===== config.mk =====
export PLATFORM = sky130hd
export DESIGN_NAME = alu_status_capture
export DESIGN_NICKNAME = d
export VERILOG_FILES = /design/src/rtl/alu_status_capture_pkg.sv /design/src/rtl/alu_status_capture_sat_counter8.sv /design/src/rtl/alu_status_capture.sv
export SDC_FILE = /design/constraint.sdc
export NUM_CORES = 1
export LEC_CHECK = 0
export CORE_MARGIN = 8
export CORE_UTILIZATION = 42
export DETAILED_ROUTE_END_ITERATION = 10
export GPL_TIMING_DRIVEN = 0
export PLACE_DENSITY = 0.77
export SYNTH_ARGS = -nofsm -noshare
export SYNTH_HDL_FRONTEND = slang
export SYNTH_SLANG_ARGS = --single-unit

===== constraint.sdc =====
create_clock -name Clk -period 1.95 [get_ports Clk]
set_input_delay 0.39 -clock Clk [delete_from_list [all_inputs] [get_ports Clk]]
set_output_delay 0.39 -clock Clk [all_outputs]
set_load 0.01 [all_outputs]

===== src/rtl/alu_status_capture_pkg.sv =====
// Shared definitions for the ALU status capture block: op codes,
// flag bit positions and the capture FSM state encoding.
package alu_status_capture_pkg;

   // Operation codes as produced by the ALU (stored, never decoded here)
   localparam logic [2:0] OP_SOMA = 3'b000;
   localparam logic [2:0] OP_SUB  = 3'b001;
   localparam logic [2:0] OP_MULT = 3'b101;

   // Bit positions inside the 4-bit flag vector {Error, Overflow, Negative, Zero}
   localparam int FLAG_ERR  = 3;
   localparam int FLAG_OVF  = 2;
   localparam int FLAG_NEG  = 1;
   localparam int FLAG_ZERO = 0;

   // Capture FSM states
   typedef enum logic [1:0] {
      ST_IDLE     = 2'b00,
      ST_HOLD     = 2'b01,
      ST_ERR_HOLD = 2'b10,
      ST_LOCK     = 2'b11
   } state_t;

endpackage : alu_status_capture_pkg


===== src/rtl/alu_status_capture_sat_counter8.sv =====
// sat_counter8: 8-bit up-counter that sticks at 255 and has a
// synchronous clear. Clear wins over increment.
module sat_counter8 (
   input  logic       clk,
   input  logic       srst,
   input  logic       clr,
   input  logic       inc,
   output logic [7:0] count
);

   logic [7:0] count_q;
   logic [7:0] count_d;

   // Next count: clear, saturating increment, or hold
   always_comb begin
      count_d = count_q;
      if (clr) begin
         count_d = 8'd0;
      end else if (inc && (count_q != 8'hFF)) begin
         count_d = count_q + 8'd1;
      end
   end

   // Count register with synchronous reset
   always_ff @(posedge clk) begin
      if (srst) begin
         count_q <= 8'd0;
      end else begin
         count_q <= count_d;
      end
   end

   assign count = count_q;

endmodule : sat_counter8


===== src/rtl/alu_status_capture.sv =====
// alu_status_capture: captures ALU result/flags/op records behind a
// valid/ready handshake, keeps sticky overflow/error flags and a
// saturating overflow counter, and locks after an error record until Clear.
module alu_status_capture
   import alu_status_capture_pkg::*;
(
   input  logic       Clk,
   input  logic       Reset,
   input  logic [7:0] In_Result,
   input  logic [3:0] In_Flags,
   input  logic [2:0] In_Op,
   input  logic       In_Valid,
   output logic       In_Ready,
   output logic [7:0] Out_Result,
   output logic [3:0] Out_Flags,
   output logic [2:0] Out_Op,
   output logic       Out_Valid,
   input  logic       Out_Ready,
   input  logic       Clear,
   output logic       Sticky_Ovf,
   output logic       Sticky_Err,
   output logic [7:0] Ovf_Count
);

   state_t     state_q, state_d;
   logic [7:0] result_q, result_d;
   logic [3:0] flags_q, flags_d;
   logic [2:0] op_q, op_d;
   logic       out_valid_q, out_valid_d;
   logic       sticky_ovf_q, sticky_ovf_d;
   logic       sticky_err_q, sticky_err_d;
   logic       in_ready;
   logic       capture;

   // Ready and next-state logic; Clear forces IDLE and blocks capture
   always_comb begin
      in_ready = 1'b0;
      state_d  = state_q;
      if (!Reset && !Clear) begin
         unique case (state_q)
            ST_IDLE:     in_ready = 1'b1;
            ST_HOLD:     in_ready = Out_Ready;
            default:     in_ready = 1'b0;
         endcase
      end
      capture = In_Valid & in_ready;

      if (Clear) begin
         state_d = ST_IDLE;
      end else begin
         unique case (state_q)
            ST_IDLE: begin
               if (capture) begin
                  state_d = In_Flags[FLAG_ERR] ? ST_ERR_HOLD : ST_HOLD;
               end
            end
            ST_HOLD: begin
               if (Out_Ready) begin
                  if (capture) begin
                     state_d = In_Flags[FLAG_ERR] ? ST_ERR_HOLD : ST_HOLD;
                  end else begin
                     state_d = ST_IDLE;
                  end
               end
            end
            ST_ERR_HOLD: begin
               if (Out_Ready) begin
                  state_d = ST_LOCK;
               end
            end
            ST_LOCK: state_d = ST_LOCK;
            default: state_d = ST_IDLE;
         endcase
      end
   end

   // Data, valid and sticky next values
   always_comb begin
      result_d     = result_q;
      flags_d      = flags_q;
      op_d         = op_q;
      sticky_ovf_d = sticky_ovf_q;
      sticky_err_d = sticky_err_q;
      out_valid_d  = (state_d == ST_HOLD) || (state_d == ST_ERR_HOLD);
      if (capture) begin
         result_d = In_Result;
         flags_d  = In_Flags;
         op_d     = In_Op;
      end
      if (Clear) begin
         sticky_ovf_d = 1'b0;
         sticky_err_d = 1'b0;
      end else if (capture) begin
         sticky_ovf_d = sticky_ovf_q | In_Flags[FLAG_OVF];
         sticky_err_d = sticky_err_q | In_Flags[FLAG_ERR];
      end
   end

   // State and output registers; reset discards any pending record
   always_ff @(posedge Clk) begin
      if (Reset) begin
         state_q      <= ST_IDLE;
         result_q     <= 8'd0;
         flags_q      <= 4'd0;
         op_q         <= 3'd0;
         out_valid_q  <= 1'b0;
         sticky_ovf_q <= 1'b0;
         sticky_err_q <= 1'b0;
      end else begin
         state_q      <= state_d;
         result_q     <= result_d;
         flags_q      <= flags_d;
         op_q         <= op_d;
         out_valid_q  <= out_valid_d;
         sticky_ovf_q <= sticky_ovf_d;
         sticky_err_q <= sticky_err_d;
      end
   end

   sat_counter8 u_ovf_count (
      .clk   (Clk),
      .srst  (Reset),
      .clr   (Clear),
      .inc   (capture & In_Flags[FLAG_OVF]),
      .count (Ovf_Count)
   );

   assign In_Ready   = in_ready;
   assign Out_Result = result_q;
   assign Out_Flags  = flags_q;
   assign Out_Op     = op_q;
   assign Out_Valid  = out_valid_q;
   assign Sticky_Ovf = sticky_ovf_q;
   assign Sticky_Err = sticky_err_q;

endmodule : alu_status_capture


==> impl_metrics.ini, run 1 <==
[power]
p_leak_nw = 0.589
swShare = 0.229
p_int_w = 0.000774
p_seq_frac = 0.589
power.total_w = 0.00100
p_comb_frac = 0.128
p_clk_frac = 0.283
power.density_mw_per_mm2 = 592
vdd_ir_drop_max_uv = 421
power.switching_w = 0.000230

[logic_synthesis]
seq_area_frac_synth = 0.476
synth_top_area_share = 0.476
synth_area_leaders = dfxtp_1 48%, nand2_1 9.6%, a21oi_1 8.9%
synth_common_cells = 30 x nand2_1, 28 x dfxtp_1, 21 x a21oi_1, 8 x nor2_1, 6 x nand3_1
yosys.area.top_type = dfxtp_1
syn-cell-area_mm2 = 0.00118
yosys_register_bits = 28
syn_area_per_cell_um2 = 8.47
async_flop_share = 0
synth.distinct_cells = 32
synth_nets = 160
synthFlopType = dfxtp_1
yosysMostFrequentCell = nand2_1
syn-instance-count = 139
synth-edff-count = 0
ys_warn_count = 0

[critical_path]
cp.required_ns = 1.56
worstSetupPathType = input port to primary output
crit_path_cell_trace = clkdlybuf4s50_1 > or2_1 > buf_6 > nor3_1 > buf_2
critPathLaunchType = input port
end_kind = primary output
slowest_delay_ns = 0.41
cp_slowest_cell = clkdlybuf4s50_1
critical_path.max_fanout = 5
worstPathArrival_ns = 1.48

[die]
std_cell_rows = 19
die_w_um = 68.9
start_util = 0.434
pin_count = 47
die_h_um = 68.9
dieArea_mm2 = 0.00475
coreArea_mm2 = 0.00271

[global_routing]
grt_pass1_wl_um = 4980
antenna_found_initial = 0
grt_remaining_overflow = 0
grt_pass1_vias = 1160
grtUsageTotal = 0.135
grt_max_degree = 16

[layout]
postLayoutCoreUtil = 0.626
drive_above_1_share = 0.0856
nNetsFinal = 209
antenna_cells = 0
n_fill_cell = 255
area_growth_pct = 44.0

[route]
drc = 0
wire_per_inst_um = 13.9
ant_nets = 0
via_per_inst = 5.23
wl_um = 3020
first_pass_iters = 4
num_vias = 1141
drt_iter0_drc = 61

[timing]
slew_headroom = 0.698
hold_ws_ns = 0.226
skew_ns = 0.00415
fmaxAchievable_mhz = 534
finalCritPeriodShare = 0.961
min_period_ns = 1.87
worst_pin_slew_ns = 0.454
setup_violations = 0
rsz0062_at_grt = no
tns_ns = 0
drv_slew = 0
finalHoldViolCount = 0

[job]
cap_violations = 0

[clock_tree]
postCtsSetupBuffers = 0
cts_resized = 5
cts_made_buffers = 3
cts_hold_buf = 0
cts.sinks = 28
clock-root-buffer = clkbuf_4
htree_levels = 1
cts_tree = built
clockBufferDepth = 2
clk_latency_ns = 0.33
path_clk_slew_ns = 0.15

[place]
gp_congestion = 0.820
portBuffers = 45
dpl.hpwl_um = 2410

[run_status]
outcome = completed

[hold_path]
hold_path_class = input port to flip-flop
-- through the flow --
stage | setup slack, ns | cells | area, µm²
floorplan | 0.193 | 139 | 1180
global placement | -0.356 | 215 | 1670
detailed placement | -0.350 | 215 | 1670
CTS | 0.0691 | 219 | 1700
global route | 0.00567 | 218 | 1700
finish | 0.0763 | 218 | 1700
-- cell type report --
| cell class | count | area [µm²] | share of cell area |
|---|---|---|---|
| flip-flops and latches | 28 | 562 | 0.331 |
| multi-input cells | 100 | 544 | 0.321 |
| repair buffers | 45 | 445 | 0.263 |
| plain buffers | 8 | 61.3 | 0.0362 |
| well taps | 31 | 38.8 | 0.0229 |
| clock buffers | 4 | 36.3 | 0.0214 |
| inverters | 2 | 7.51 | 0.00443 |
-- registers in the layout, indices dropped and copies added, names as in the netlist --
name,count
Out_Flags,4
Sticky_Ovf,1
state_q,2
Out_Result,8
Out_Valid,1
Sticky_Err,1
Out_Op,3
u_ovf_count.count,8
-- path summary, 6_finish.rpt --
| check | depth (start not counted) | startpoint | slack, ns | endpoint |
|---|---|---|---|---|
| max | 5 | Clear | 0.08 | In_Ready |
| min | 2 | Reset | 0.23 | Out_Op[1]$_SDFFE_PP0N_ |
| max reg2reg | 5 | u_ovf_count.count[0]$_SDFFE_PP0P_ | 0.19 | u_ovf_count.count[5]$_SDFFE_PP0P_ |
| min reg2reg | 2 | Out_Op[1]$_SDFFE_PP0N_ | 0.47 | Out_Op[1]$_SDFFE_PP0N_ |
-- cells by family (layout without fill, tap and decap cells) --
family,after synthesis,count (layout),share of synthesized area
mux,2,2,0.0170
compound gates,30,30,0.146
simple gates,66,66,0.282
buf+inv,11,59,0.0616
xor+xnor,1,1,0.00744
fa+ha+maj,1,1,0.0106
flops,28,28,0.476
-- critical path, delay by kind of cell --
kind | cells | cell delay [ns]
simple gates | 2 | 0.39
buf+inv | 3 | 0.70
-- cell usage in the layout (no fill, tap or decap), types with 3 or more instances in the layout --
| cell | instances |
|---|---|
| o31ai_1 | 3 |
| nand3_1 | 6 |
| dfxtp_1 | 27 |
| buf_6 | 4 |
| and3_1 | 4 |
| clkbuf_1 | 3 |
| clkbuf_4 | 3 |
| nor2_1 | 8 |
| nand2_1 | 30 |
| a21oi_1 | 21 |
| clkdlybuf4s50_1 | 44 |
-- power by group through the flow --
stage,Sequential [W],Clock [W],Combinational [W]
2_1_floorplan,0.000609,0,0.0000495
3_3_place_gp,0.000603,0,0.000128
3_5_place_dp,0.000604,0,0.000130
4_1_cts,0.000592,0.000293,0.000130
5_1_grt,0.000594,0.000309,0.000140
6_report,0.000592,0.000284,0.000129
-- metal layers --
layer	vias up	global-route usage	wire [µm]
li1	574	-	-
met1	525	0.134	1140
met2	37	0.237	1460
met3	5	0.0679	377
met4	0	0.0526	42
met5	-	0	0
No activity file was read; power rests on OpenSTA's default activity.
==> run 2: changes to the inputs <==
==> constraint.sdc (replaced) <==
create_clock -name Clk -period 2.15 [get_ports Clk]
set_input_delay 0.43 -clock Clk [delete_from_list [all_inputs] [get_ports Clk]]
set_output_delay 0.43 -clock Clk [all_outputs]
set_load 0.01 [all_outputs]
==> run 2 against run 1 <==
  * Register-to-register slack better by 0.08 ns
  * Combinational power down 9%
  * Clock skew down 0.00059 ns
  * First-iteration DRC count down 13%
  * Clock-buffer cell count unchanged
  * Design area up 0.37%
  * Worst hold slack better by 0.040 ns
  * Critical path type unchanged
==> impl_metrics.ini, run 2 (synthesized netlist as in run 1, its figures left out) <==
[route]
via_per_inst = 5.26
num_vias = 1152
first_pass_iters = 4
ant_nets = 0
wire_per_inst_um = 13.8
drt_iter0_drc = 53
drc = 0
wl_um = 3030

[layout]
nNetsFinal = 210
multi_input_comb_area_um2 = 544
drive_above_1_share = 0.0745
n_fill_cell = 253
antenna_cells = 0
layout_commonest_cell = clkdlybuf4s50_1
final-seq-area_um2 = 561
layout_common_cells = 44 x clkdlybuf4s50_1, 30 x nand2_1, 28 x dfxtp_1, 21 x a21oi_1, 8 x nor2_1
area_growth_pct = 44.5
layout.cells.non_filler = 219

[timing]
skew_ns = 0.00356
rsz0062_at_grt = no
worst_pin_slew_ns = 0.457
hold_ws_ns = 0.266
finalCritPeriodShare = 0.962
finalHoldViolCount = 0
min_period_ns = 2.07
setup_violations = 0
drv_slew = 0
fmaxAchievable_mhz = 483
slew_headroom = 0.695

[clock_tree]
clk_latency_ns = 0.33
path_clk_slew_ns = 0.15
clockBufferDepth = 2
clock-root-buffer = clkbuf_4
cts.sinks = 28
htree_levels = 1
cts_tree = built
cts_made_buffers = 3
postCtsSetupBuffers = 0

[global_routing]
grtUsageTotal = 0.135
busiest_layer = met2
grt_pass1_vias = 1160
grt_remaining_overflow = 0
grt_max_degree = 16
grt_use_met3 = 0.0679
met2_usage = 0.237
met1_usage = 0.134
antenna_found_initial = 0
grt_pass1_wl_um = 4980

[critical_path]
critical_path.max_fanout = 5
worstPathArrival_ns = 1.64
critPathLaunchType = input port
worstSetupPathType = input port to primary output
cp.required_ns = 1.72
end_kind = primary output

[die]
dieArea_mm2 = 0.00475
die_w_um = 68.9
pin_count = 47
std_cell_rows = 19
start_util = 0.434
die_h_um = 68.9
coreArea_mm2 = 0.00271

[place]
dp_cells = 215
gp_congestion = 0.820
portBuffers = 45
dpl.hpwl_um = 2410

[power]
power.density_mw_per_mm2 = 536
p_leak_nw = 0.592
vdd_ir_drop_max_uv = 382

[job]
cap_violations = 0

[run_status]
outcome = completed

[hold_path]
hold_path_class = input port to flip-flop
[run 2: cell count changes in the layout (fill, tap and decap cells not counted), sizes merged]
| cell | before | now |
|---|---|---|
| buf | 6 | 5 |
| clkbuf | 7 | 8 |
| dlygate4sd1 | 0 | 1 |
[run 2: routing by layer]
layer  vias to the layer above  part of all wire
met5                         -                 0
met4                         0             0.014
met3                         5              0.13
met2                        39              0.48
met1                       532              0.38
li1                        576                 -
[run 2: area by class of cell]
type                    instances  share of cell area
flip-flops and latches         28               0.329
plain buffers                   9              0.0382
well taps                      31              0.0228
clock buffers                   4              0.0213
repair buffers                 45               0.264
multi-input cells             100               0.320
inverters                       2             0.00441
[run 2: critical path: stages]
cell	delay, ns
clkdlybuf4s50_1	0.41
or2_1	0.24
buf_6	0.13
nor3_1	0.15
dlygate4sd1_1	0.27
[run 2: stage by stage]
step	setup WS [ns]	instance area [µm²]	power [W]	setup TNS (ns)	utilization
final	0.0816	1700	0.000912	0	0.628
after CTS	0.0551	1700	0.000920	0	0.628
after global routing	0.00952	1700	0.000946	0	0.628
after floorplan	0.373	1180	0.000598	0	-
after global placement	-0.236	1670	0.000663	-0.240	0.615
after detailed placement	-0.230	1670	0.000666	-0.243	0.615
[run 2: path summary, 6_finish.rpt]
kind / from / endpoint / slack (ns) / cells past startpoint
hold reg to reg: Out_Op[1]$_SDFFE_PP0N_ / Out_Op[1]$_SDFFE_PP0N_ / 0.47 / 2
setup / recovery: Clear / In_Ready / 0.08 / 5
hold / removal: Reset / Out_Op[1]$_SDFFE_PP0N_ / 0.27 / 2
setup reg to reg: u_ovf_count.count[0]$_SDFFE_PP0P_ / u_ovf_count.count[3]$_SDFFE_PP0P_ / 0.27 / 6
[run 2: what timing repair did]
item / 4_1_cts / 5_1_grt
setup endpoints to repair: 1 / 1
resized for setup: 1 / 2
hold buffers: 0 / 0
[run 2: power breakdown]
group | internal, W | total (W) | leakage, nW | switching (W)
sequential | 0.000530 | 0.000537 | 0.227 | 0.00000623
combinational | 0.0000682 | 0.000117 | 0.344 | 0.0000487
clock | 0.000104 | 0.000258 | 0.0210 | 0.000154
total | 0.000702 | 0.000912 | 0.592 | 0.000209
==> run 3: changes to the inputs <==
--- a/config.mk
+++ b/config.mk
@@ -5,6 +5,7 @@
 export SDC_FILE = /design/constraint.sdc
 export NUM_CORES = 1
 export LEC_CHECK = 0
+export CORE_ASPECT_RATIO = 1.1
 export CORE_MARGIN = 8
 export CORE_UTILIZATION = 42
 export DETAILED_ROUTE_END_ITERATION = 10
==> run 3 against run 2 <==
  * Combinational power hardly changed
  * Sequential share of layout area is 0.29 points lower
  * Critical endpoint unchanged
  * Design area is 0.88% higher
  * Power is 9.6% higher
==> impl_metrics.ini, run 3 (synthesized netlist as in run 1, its figures left out) <==
[run_status]
outcome = completed

[global_routing]
grt_max_degree = 17
grt_remaining_overflow = 0
antenna_found_initial = 0
grt_pass1_wl_um = 4900
grtUsageTotal = 0.125
grt_pass1_vias = 1110

[timing]
slew_headroom = 0.696
tns_ns = 0
min_period_ns = 2.00
finalHoldViolCount = 0
rsz0062_at_grt = no
worst_pin_slew_ns = 0.455
setup_violations = 0
hold_ws_ns = 0.255
skew_ns = 0.0203
finalCritPeriodShare = 0.928
fmaxAchievable_mhz = 501
drv_slew = 0

[critical_path]
cp.depth = 5
crit_path_cell_trace = clkdlybuf4s50_1 > or2_1 > buf_6 > nor3_1 > clkbuf_2
worstSetupPathType = input port to primary output
cp_slowest_cell = clkdlybuf4s50_1
cp_top_family = buffers and inverters
slowest_delay_ns = 0.43
rr_worst_depth = 6
cp.required_ns = 1.72
worstPathArrival_ns = 1.57
critPathLaunchType = input port
critical_path.max_fanout = 5
critPathBufInv = 3
end_kind = primary output

[route]
drc = 0
ant_nets = 0
wire_per_inst_um = 13.8
num_vias = 1123
drt_iter0_drc = 64
first_pass_iters = 4
wl_um = 3050
via_per_inst = 5.08

[clock_tree]
cts_made_buffers = 3
cts_tree = built
cts_hold_buf = 0
clk_latency_ns = 0.33
clock-root-buffer = clkbuf_4
clockBufferDepth = 2
htree_levels = 1
cts.sinks = 28
path_clk_slew_ns = 0.16

[hold_path]
hold_path_class = input port to flip-flop
whs_path_depth = 2

[place]
placed_area_mm2 = 0.00167
dp_cells = 217
portBuffers = 45
dpl.hpwl_um = 2380
gp_congestion = 0.883

[die]
pin_count = 47
std_cell_rows = 20
dieArea_mm2 = 0.00476
start_util = 0.432
coreArea_mm2 = 0.00273
die_w_um = 66.5
die_h_um = 71.5

[layout]
fin_area_mm2 = 0.00172
layout_common_cells = 44 x clkdlybuf4s50_1, 30 x nand2_1, 28 x dfxtp_1, 21 x a21oi_1, 8 x nor2_1
nNetsFinal = 210
final-seq-area_um2 = 561
antenna_cells = 0
multi_input_comb_area_um2 = 544
layout_commonest_cell = clkdlybuf4s50_1
area_growth_pct = 45.8
layout.cells.non_filler = 221
n_fill_cell = 251
drive_above_1_share = 0.0798

[power]
p_leak_nw = 0.596
power.total_w = 0.000999
vdd_ir_drop_max_uv = 527
power.density_mw_per_mm2 = 582

[job]
cap_violations = 0
-- run 3: changes by cell type in the layout (fill, tap and decap cells not counted), sizes merged --
cell / before / now
bufinv: 0 / 1
dlygate4sd1: 1 / 0
-- run 3: final cells by class --
type	count	share of cell area
clock inverter	1	0.0175
buffer	9	0.0379
multi-input combinational	100	0.317
inverter	2	0.00437
sequential	28	0.327
tap	33	0.0241
clock buffer	3	0.0131
timing repair buffer	45	0.259
-- run 3: worst paths after layout --
kind / start / end / slack (ns)
max: Clear / In_Ready / 0.15
min: Reset / Out_Flags[1]$_SDFFE_PP0N_ / 0.26
max reg2reg: u_ovf_count.count[0]$_SDFFE_PP0P_ / u_ovf_count.count[3]$_SDFFE_PP0P_ / 0.24
min reg2reg: Out_Flags[1]$_SDFFE_PP0N_ / Out_Flags[1]$_SDFFE_PP0N_ / 0.46
-- run 3: what timing repair did --
action                                 CTS  global route
resized for setup                        1             3
endpoints found under the hold margin    0             0
buffers inserted                         0             0
setup endpoints to repair                1             1
-- run 3: metal layers --
| metal | global-route usage | vias to the layer above | part of all wire |
|---|---|---|---|
| met2 | 0.209 | 44 | 0.47 |
| met5 | 0 | - | 0 |
| li1 | - | 577 | - |
| met4 | 0.0356 | 0 | 0.0043 |
| met1 | 0.139 | 500 | 0.42 |
| met3 | 0.0515 | 2 | 0.10 |
-- run 3: through the flow --
stage | setup WS (ns) | util
3_5_place_dp | -0.254 | 0.612
6_report | 0.154 | 0.629
3_3_place_gp | -0.264 | 0.612
4_1_cts | 0.0193 | 0.631
5_1_grt | 0.0429 | 0.629
2_1_floorplan | 0.373 | -
-- run 3: where the power goes --
group	switching, W	total, W	internal, W
Combinational	0.0000490	0.000117	0.0000680
Sequential	0.00000633	0.000537	0.000531
Clock	0.000157	0.000346	0.000188
